--- src/rtl/button_conditioner.sv ---
// Per-channel 2-flop synchronizer, stability-count debounce and press-edge pulse generator.
// Define BUTTON_CONDITIONER_AUTOREPEAT_EN to add hold-to-repeat press pulses.
module button_conditioner #(
   parameter int N_CH            = 7,
   parameter int DEBOUNCE_CYCLES = 1000000,
   parameter int REPEAT_DELAY    = 50000000,
   parameter int REPEAT_PERIOD   = 20000000
) (
   input  logic            clk,
   input  logic            reset,
   input  logic [N_CH-1:0] raw_in,
   output logic [N_CH-1:0] level_out,
   output logic [N_CH-1:0] press_pulse,
   output logic            any_press
);

   localparam int CW = $clog2(DEBOUNCE_CYCLES);
   localparam logic [CW-1:0] CNT_LAST = CW'(DEBOUNCE_CYCLES - 1);

   logic [N_CH-1:0] sync1;
   logic [N_CH-1:0] sync2;
   logic [N_CH-1:0] stab;
   logic [N_CH-1:0] rise;
   logic [N_CH-1:0] rep_pulse;
   logic [N_CH-1:0] pulse_next;

   always_ff @(posedge clk) begin
      if (reset) begin
         sync1 <= '0;
         sync2 <= '0;
      end else begin
         sync1 <= raw_in;
         sync2 <= sync1;
      end
   end

`ifdef BUTTON_CONDITIONER_AUTOREPEAT_EN
   typedef enum logic [1:0] {IDLE, HOLD_WAIT, REPEAT} rep_state_t;

   localparam int RMAX = (REPEAT_DELAY > REPEAT_PERIOD) ? REPEAT_DELAY : REPEAT_PERIOD;
   localparam int RW = $clog2(RMAX + 1);
   localparam logic [RW-1:0] DELAY_LAST  = RW'(REPEAT_DELAY - 1);
   localparam logic [RW-1:0] PERIOD_LAST = RW'(REPEAT_PERIOD - 1);
`endif

   for (genvar g = 0; g < N_CH; g++) begin : g_ch
      logic [CW-1:0] cnt;
      logic          stab_q;
      logic          accept;

      // A level change is accepted once the synced input has disagreed with
      // the stable value for DEBOUNCE_CYCLES consecutive edges.
      assign accept = (sync2[g] != stab_q) && (cnt == CNT_LAST);

      always_ff @(posedge clk) begin
         if (reset) begin
            cnt    <= '0;
            stab_q <= 1'b0;
         end else if (sync2[g] == stab_q) begin
            cnt <= '0;
         end else if (cnt == CNT_LAST) begin
            stab_q <= ~stab_q;
            cnt    <= '0;
         end else begin
            cnt <= cnt + CW'(1);
         end
      end

      assign stab[g] = stab_q;
      assign rise[g] = accept && !stab_q;

`ifdef BUTTON_CONDITIONER_AUTOREPEAT_EN
      logic          fall;
      rep_state_t    state;
      rep_state_t    state_next;
      logic [RW-1:0] rcnt;
      logic [RW-1:0] rcnt_next;
      logic          rep;

      assign fall = accept && stab_q;

      always_ff @(posedge clk) begin
         if (reset) begin
            state <= IDLE;
            rcnt  <= '0;
         end else begin
            state <= state_next;
            rcnt  <= rcnt_next;
         end
      end

      // Release wins over everything so no repeat pulse can follow it.
      always_comb begin
         state_next = state;
         rcnt_next  = rcnt;
         rep        = 1'b0;
         if (fall) begin
            state_next = IDLE;
            rcnt_next  = '0;
         end else if (rise[g]) begin
            state_next = HOLD_WAIT;
            rcnt_next  = '0;
         end else begin
            case (state)
               HOLD_WAIT: begin
                  if (rcnt == DELAY_LAST) begin
                     rep        = 1'b1;
                     state_next = REPEAT;
                     rcnt_next  = '0;
                  end else begin
                     rcnt_next = rcnt + RW'(1);
                  end
               end
               REPEAT: begin
                  if (rcnt == PERIOD_LAST) begin
                     rep       = 1'b1;
                     rcnt_next = '0;
                  end else begin
                     rcnt_next = rcnt + RW'(1);
                  end
               end
               default: begin
                  state_next = IDLE;
                  rcnt_next  = '0;
               end
            endcase
         end
      end

      assign rep_pulse[g] = rep;
`else
      assign rep_pulse[g] = 1'b0;
`endif
   end

   assign pulse_next = rise | rep_pulse;
   assign level_out  = stab;

   // Pulses are registered so they line up with the edge where stab changes.
   always_ff @(posedge clk) begin
      if (reset) begin
         press_pulse <= '0;
         any_press   <= 1'b0;
      end else begin
         press_pulse <= pulse_next;
         any_press   <= |pulse_next;
      end
   end

endmodule

--- config.mk ---
export PLATFORM = sky130hd
export DESIGN_NAME = button_conditioner
export DESIGN_NICKNAME = d
export VERILOG_FILES = /design/src/rtl/button_conditioner.sv
export SDC_FILE = /design/constraint.sdc
export NUM_CORES = 1
export LEC_CHECK = 0
export ABC_AREA = 1
export CAP_MARGIN = 30
export CORE_MARGIN = 2
export CORE_UTILIZATION = 42
export DETAILED_ROUTE_END_ITERATION = 8
export PLACE_DENSITY = 0.54
export REMOVE_ABC_BUFFERS = 1
export SYNTH_ARGS = -nofsm -noshare
export SYNTH_HDL_FRONTEND = slang
export SYNTH_SLANG_ARGS = --single-unit
--- constraint.sdc ---
create_clock -name clk -period 3.5 [get_ports clk]
set_input_delay 0.7 -clock clk [delete_from_list [all_inputs] [get_ports clk]]
set_output_delay 0.7 -clock clk [all_outputs]
set_load 0.05 [all_outputs]
# Yosys cells after proc, flatten, opt, wreduce, memory -nomap -nowiden
# Cells that the tools add are included.
# W data, S select, Z words.
[totals] elab_cells=96 ff_bits=169 out_inout_bits=15 in_bits=9
[op_classes] n_eq_ne=21 n_reduce_logical=36 addsub=7 bitwise=14
[ops] operator="$add A20 B1 Y20 const B" n=7
[ops] operator="$eq A20 B20 Y1 const B" n=7
[ops] operator="$reduce_or A3 Y1" n=7
[ops] operator="$logic_and A1 B1 Y1" n=14
[ops] operator="$not A1 Y1" n=14
[ops] operator="$reduce_and A2 Y1" n=7
[ops] operator="$eq A1 B1 Y1" n=7
[ops] operator="$logic_not A1 Y1" n=7
[ops] operator="$ne A1 B1 Y1" n=7
[ops] operator="$reduce_or A7 Y1" n=1

# Logic depth before layout (Yosys ltp)
# Gate-level depths: netlist (run 1).
[logic_depth] word_depth=4 mapped_depth=9 ltp_nobuf=9

# Worst setup path before layout (run 1)
# Ideal clock, no wire load.
[synth_timing] path_kind="input-to-reg" start="in reset" end="reg g_ch[3].cnt[14]" setup_slack_ps=2034 stages=5 n_path_buf=2 setup_time_ps=80 t_required_ps=3420 t_arrival_ps=1386 path_cell_list="inv_1 buf_2 nand3_1 buf_4 nor3b_1"
[synth_between] elab_chain_len=1
[synth_lines] element="start: declaration" line_no="10" source="input logic reset,"
[synth_lines] element="$reduce_or A3 Y1 (no source line)"
[synth_lines] element="end signal: assignment" line_no="65" source="cnt <= cnt + CW'(1);"
[synth_lines] element="end: declaration" line_no="47" source="logic [CW-1:0] cnt;"
# Every way passes these cells.
# A chain may end at the register's enable or synchronous reset.

# Worst setup path in the final report (run 1)
[layout_timing] start="reg g_ch[2].stab_q" end="out level_out[2]"
[layout_rtl] element="start: declaration" line_no="48" source="logic stab_q;"
[layout_rtl] element="start signal: assignment" line_no="62" source="stab_q <= ~stab_q;"
[layout_rtl] element="end: declaration" line_no="12" source="output logic [N_CH-1:0] level_out,"
# No word-level cell between the ends.

==> results of run 1 <==
[layout make-up]
type | count | area (um^2)
Fill cell | 1908 | 9670
Inverter | 142 | 533
Multi-Input combinational cell | 743 | 3870
Tap cell | 234 | 293
Timing Repair Buffer | 27 | 260
Clock buffer | 20 | 457
Clock inverter | 12 | 173
Sequential cell | 169 | 3380
[per-layer routing]
metal	track usage (%)	share of wire, %	vias up
met1	22.6	53	2848
li1	-	-	3496
met2	26.0	44	63
met5	0	0	-
met4	4.26	0.62	0
met3	3.88	2.6	4
[power breakdown]
group,leakage (nW),switching [W],total (W),internal (W)
logic,1.32,0.0000322,0.0000503,0.0000180
registers,1.36,0.00000583,0.00194,0.00193
clock network,0.306,0.000764,0.00199,0.00123
total,2.99,0.000802,0.00398,0.00318
[state kept, by name, indices dropped and copies added (netlist names)]
signal,flops
g_ch.cnt,140
g_ch.stab_q,7
press_pulse,7
sync1,7
sync2,7
any_press,1
[path summary, 6_finish.rpt]
| kind | start | end | slack, ps | cells past startpoint |
|---|---|---|---|---|
| worst max-delay path | g_ch[2].stab_q$_SDFFE_PP0P_ | level_out[2] | 1110 | 1 |
| worst min-delay path | sync1[4]$_SDFF_PP0_ | sync2[4]$_SDFF_PP0_ | 400 | 2 |
| worst max register to register | g_ch[6].cnt[0]$_SDFF_PP0_ | g_ch[6].cnt[8]$_SDFF_PP0_ | 1430 | 8 |
| worst min register to register | sync1[4]$_SDFF_PP0_ | sync2[4]$_SDFF_PP0_ | 400 | 2 |
[cells by family after synthesis]
logic type      share of synthesized area [%]
simple gates                             35.5
flops                                    42.6
buf+inv                                  8.56
compound gates                           6.75
xor+xnor                                 5.41
fa+ha+maj                                1.10
[stage by stage]
| step | util [%] | area (um^2) | std cells | total power, W |
|---|---|---|---|---|
| 2_1_floorplan | - | 7790 | 1054 | 0.00201 |
| 6_report | 48.1 | 8970 | 1347 | 0.00398 |
| 4_1_cts | 48.1 | 8970 | 1347 | 0.00404 |
| 3_3_place_gp | 44.7 | 8340 | 1315 | 0.00203 |
| 5_1_grt | 48.1 | 8970 | 1347 | 0.00414 |
| 3_5_place_dp | 44.7 | 8340 | 1315 | 0.00203 |
[cell usage after synthesis, drive strengths merged]
master	number	area [um^2]
xnor2	20	175
dfxtp	169	3380
nand3b	6	45.0
clkbuf	2	7.51
nor2	208	893
ha	7	87.6
buf	20	139
o211ai	2	20.0
a21oi	70	354
xor2	29	254
nand3	70	408
nand2	191	732
nor4	2	12.5
or2	12	75.1
o21a	1	7.51
nor3b	13	123
nand4	35	238
inv	142	533
nor3	47	293
a31oi	3	18.8
o21ai	27	135
==> summary.md, run 1 <==
| Metric | Value |
|---|---|
| Outcome | finished clean |
| Global Route Usage Sum | 16.4% |
| Core Region | 18600 um^2 |
| Post-Syn Instances | 1076 |
| Min cycle time layout | 2390 ps |
| DP Wirelength | 11400 um |
| Fin. max-slew vios | 0 |
| Vias per Instance | 4.76 |
| Drt total wl | 15700 um |
| Global-route wire length before repair | 27000 um |
| DR WL/cell | 11.6 um |
| Setup_tns | 0 ps |
| ANT nets after route | 0 |
| Final hold violation count | 0 |
| GP Congestion | 0.808 |
| CP max-delay cell | clkdlybuf4s50_1 |
| Pin count of the biggest net entering global routing | 24 |
| Initial cell density of the core | 42.6% |
| Initial antenna violation count | 0 |
| CTS resizes | 0 |
| Diode count | 0 |
| Die Ht | 141 um |
| Num CTS Buffers | 17 |
| Worst-Margin Slew | 913 ps |
| Commonest non-fill, non-tap cell in the layout | nand2_1 |
| WP buf/inv | 1 |
| Arr. time, crit path | 1690 ps |
| Hold_buf cts | 0 |
| Pre-CTS setup slack | 682 ps |
| Fraction of layout cells with a size suffix above 1 | 9.52% |
| First-pass DRT Iterations | 5 |
| Leak pwr | 2.99 nW |
| Commonest non-fill, non-tap cells in the layout | nand2_1 (185), nor2_1 (183), dfxtp_1 (169), inv_1 (139), a21oi_1 (69) |
| Slew headroom | 39.0% |
| Max H-tree Level | 4 |
| Area Overhead vs Synth | 13.1% |
| Crit end category | primary output |
| Via count | 6411 |
| WHS | 401 ps |
| Residual DRC count | 0 |
| Distinct cells, synth | 37 |
| Slowest stage delay, CP | 850 ps |
| Crit path cell chain | clkdlybuf4s50_1 |
| CTS tree | yes |
| Fmax | 419 MHz |
| PD cells | 444 nW/um^2 |
| FF+latch count, synth | 169 |
| Ys Warns | 0 |
| Remaining global-route overflow | 0 |
| First DRT Iteration DRCs | 337 |
| Root buf cell | clkbuf_16 |
| Period utilisation layout | 68.2% |
| Post-CTS Setup Inserts | 0 |
| Worst Setup Path Type | register to primary output |
| Crit path max fanout | 4 |
| Nets@finish | 1116 |
| Io pins | 24 |
| Setup violators final | 0 |
| Clock transition at path regs | 60 ps |
| Crit start category | register |
| VDD IR-drop max | 0.000391 V |
| Die area | 20000 um^2 |
| Kind of cell adding the most delay to the critical path | buffers and inverters |
| RSZ-0062 raised after global routing | false |
| Synthesized cell area | 7930 um^2 |
| CTS Sinks | 169 |
| Input/output buffers | 23 |
| Post-synthesis sequential area ratio | 42.6% |
| Die Span X | 141 um |
| # rows | 50 |
| Setup Skew | 10.3 ps |
| Clock Path Buffers | 2 |
| Count of max-cap constraint violations | 0 |
| Final setup margin | 1110 ps |
| Syn Area/Cell | 7.37 um^2 |
| Worst-skew pair later-pin latency | 420 ps |
| HP Class | register to register |
| Worst Path Required | 2800 ps |
| Vias in the first global route | 5875 |
Note: power is estimated with default switching activity, not from simulation.
==> run 2: changes to the inputs <==
--- a/config.mk
+++ b/config.mk
@@ -10,7 +10,7 @@
 export CORE_MARGIN = 2
 export CORE_UTILIZATION = 42
 export DETAILED_ROUTE_END_ITERATION = 8
-export PLACE_DENSITY = 0.54
+export PLACE_DENSITY = 0.56
 export REMOVE_ABC_BUFFERS = 1
 export SYNTH_ARGS = -nofsm -noshare
 export SYNTH_HDL_FRONTEND = slang
==> constraint.sdc (replaced) <==
create_clock -name clk -period 2.1 [get_ports clk]
set_input_delay 0.42 -clock clk [delete_from_list [all_inputs] [get_ports clk]]
set_output_delay 0.42 -clock clk [all_outputs]
set_load 0.05 [all_outputs]
==> run 2 against run 1 <==
  * Flip-flop and latch count did not move
  * Largest power group is now sequential cells
  * Critical path depth unchanged
  * Wire length is 0.20% lower
  * Hold slack better by 2.9 ps
==> summary.md, run 2 (same netlist as run 1, synthesis figures left out) <==
| Metric | Value |
|---|---|
| Crit start category | register |
| Initial cell density of the core | 42.6% |
| Vias in the first global route | 6064 |
| DR WL/cell | 11.5 um |
| Crit end category | primary output |
| Max H-tree Level | 4 |
| Fin. max-slew vios | 0 |
| Clock transition at path regs | 60 ps |
| Kind of cell adding the most delay to the critical path | buffers and inverters |
| Total power | 0.00642 W |
| Num CTS Buffers | 17 |
| Core Region | 18600 um^2 |
| DP Wirelength | 11300 um |
| Commonest non-fill, non-tap cell in the layout | nand2_1 |
| Min cycle time layout | 2020 ps |
| Arr. time, crit path | 1600 ps |
| Die Ht | 141 um |
| Worst Setup Path Type | register to primary output |
| Biggest register | g_ch.cnt |
| Clock Path Buffers | 2 |
| Period utilisation layout | 96.4% |
| VDD IR-drop max | 0.000516 V |
| Flop2flop setup slack | 340 ps |
| Pin count of the biggest net entering global routing | 21 |
| Fmax | 494 MHz |
| Final hold violation count | 0 |
| Via count | 6469 |
| Setup_tns | 0 ps |
| Io pins | 24 |
| Root buf cell | clkbuf_16 |
| Setup Skew | 8.48 ps |
| Die Span X | 141 um |
| HP Class | register to register |
| Slowest stage delay, CP | 830 ps |
| R2r endpoint | g_ch[3].cnt[14]$_SDFF_PP0_ |
| Leak pwr | 3.08 nW |
| WP buf/inv | 1 |
| Hold Path Origin | sync1[5]$_SDFF_PP0_ |
| Post-CTS Setup Inserts | 0 |
| Worst Path Required | 1680 ps |
| Outcome | finished clean |
| Die area | 20000 um^2 |
| Hold path depth | 2 |
| RSZ-0062 raised after global routing | false |
| Hold EP | sync2[5]$_SDFF_PP0_ |
| Pre-CTS setup slack | 126 ps |
| Input/output buffers | 23 |
| ANT nets after route | 0 |
| Drt total wl | 15600 um |
| Crit path cell chain | clkdlybuf4s50_1 |
| Global-route wire length before repair | 27200 um |
| CP max-delay cell | clkdlybuf4s50_1 |
| Nets@finish | 1123 |
| Max FFs per register | 140 |
| Remaining global-route overflow | 0 |
| Critical R2R Launch | g_ch[3].cnt[0]$_SDFF_PP0_ |
| Fraction of layout cells with a size suffix above 1 | 10.3% |
| First DRT Iteration DRCs | 275 |
| Area Overhead vs Synth | 13.8% |
| Worst-Margin Slew | 525 ps |
| Setup violators final | 0 |
| CTS tree | yes |
| Count of max-cap constraint violations | 0 |
| # rows | 50 |
| Diode count | 0 |
| Worst-skew pair later-pin latency | 430 ps |
| Residual DRC count | 0 |
| Global Route Usage Sum | 16.6% |
| Final core utilization | 48.4% |
| CTS Sinks | 169 |
| R2r worst-path depth | 9 |
| Commonest non-fill, non-tap cells in the layout | nand2_1 (185), nor2_1 (183), dfxtp_1 (169), inv_1 (139), a21oi_1 (69) |
| Crit path max fanout | 3 |
| PD cells | 712 nW/um^2 |
| Vias per Instance | 4.78 |
| First-pass DRT Iterations | 5 |
| Fillers | 1880 |
| Final setup margin | 76.2 ps |
| GP Congestion | 0.810 |
| Initial antenna violation count | 0 |
| Slew headroom | 64.9% |
[run 2: changes by cell type in the layout (fill, tap and decap cells not counted), sizes merged, moves of 2 or more]
cell / before / now
clkbuf: 20 / 23
bufinv: 4 / 1
clkdlybuf4s50: 23 / 17
buf: 4 / 12
dlymetal6s2s: 0 / 2
dlygate4sd2: 0 / 3
[run 2: timing repair]
item,4_1_cts,5_1_grt
hold buffers,0,0
pin swaps,0,0
resized for setup,3,2
setup endpoints to repair,3,2
[run 2: worst max-delay path by stage]
| stage | end | startpoint | slack (ps) | cells after the start |
|---|---|---|---|---|
| 5_1_grt | level_out[1] | g_ch[1].stab_q$_SDFFE_PP0P_ | 20 | 1 |
| 3_5_place_dp | g_ch[5].cnt[12]$_SDFF_PP0_ | reset | 130 | 7 |
| 3_3_place_gp | g_ch[5].cnt[7]$_SDFF_PP0_ | reset | 160 | 7 |
| 2_1_floorplan | g_ch[0].cnt[10]$_SDFF_PP0_ | g_ch[0].stab_q$_SDFFE_PP0P_ | 280 | 3 |
| 6_report | level_out[1] | g_ch[1].stab_q$_SDFFE_PP0P_ | 80 | 1 |
| 4_1_cts | level_out[0] | g_ch[0].stab_q$_SDFFE_PP0P_ | 8 | 1 |
[run 2: stage by stage]
step                instance area, um^2  hold slack [ps]  cells
finish                             9030              404   1354
global route                       9030              439   1354
CTS                                9020              402   1354
detailed placement                 8430              398   1322
global placement                   8430              393   1322
floorplan                          7790              388   1054
[run 2: area by class of cell]
type,count,area [um^2],share of cell area [%]
Sequential cell,169,3380,37.5
Timing Repair Buffer,34,349,3.87
Inverter,142,533,5.91
Clock inverter,9,88.8,0.984
Clock buffer,23,508,5.63
Multi-Input combinational cell,743,3870,42.9
Tap cell,234,293,3.24
[run 2: metal layers]
layer  vias to the layer above  global-route usage [%]  wire length [um]
met5                         -                       0                 0
met1                      2907                    21.2              7810
met2                        56                    28.0              7230
met3                         9                    4.56               462
li1                       3497                       -                 -
met4                         0                    3.95               124
[run 2: power breakdown]
part	leakage [nW]	internal (W)	switching, W	total, W
Clock	0.287	0.00182	0.00127	0.00310
Combinational	1.43	0.0000398	0.0000557	0.0000955
Sequential	1.36	0.00322	0.00000965	0.00323
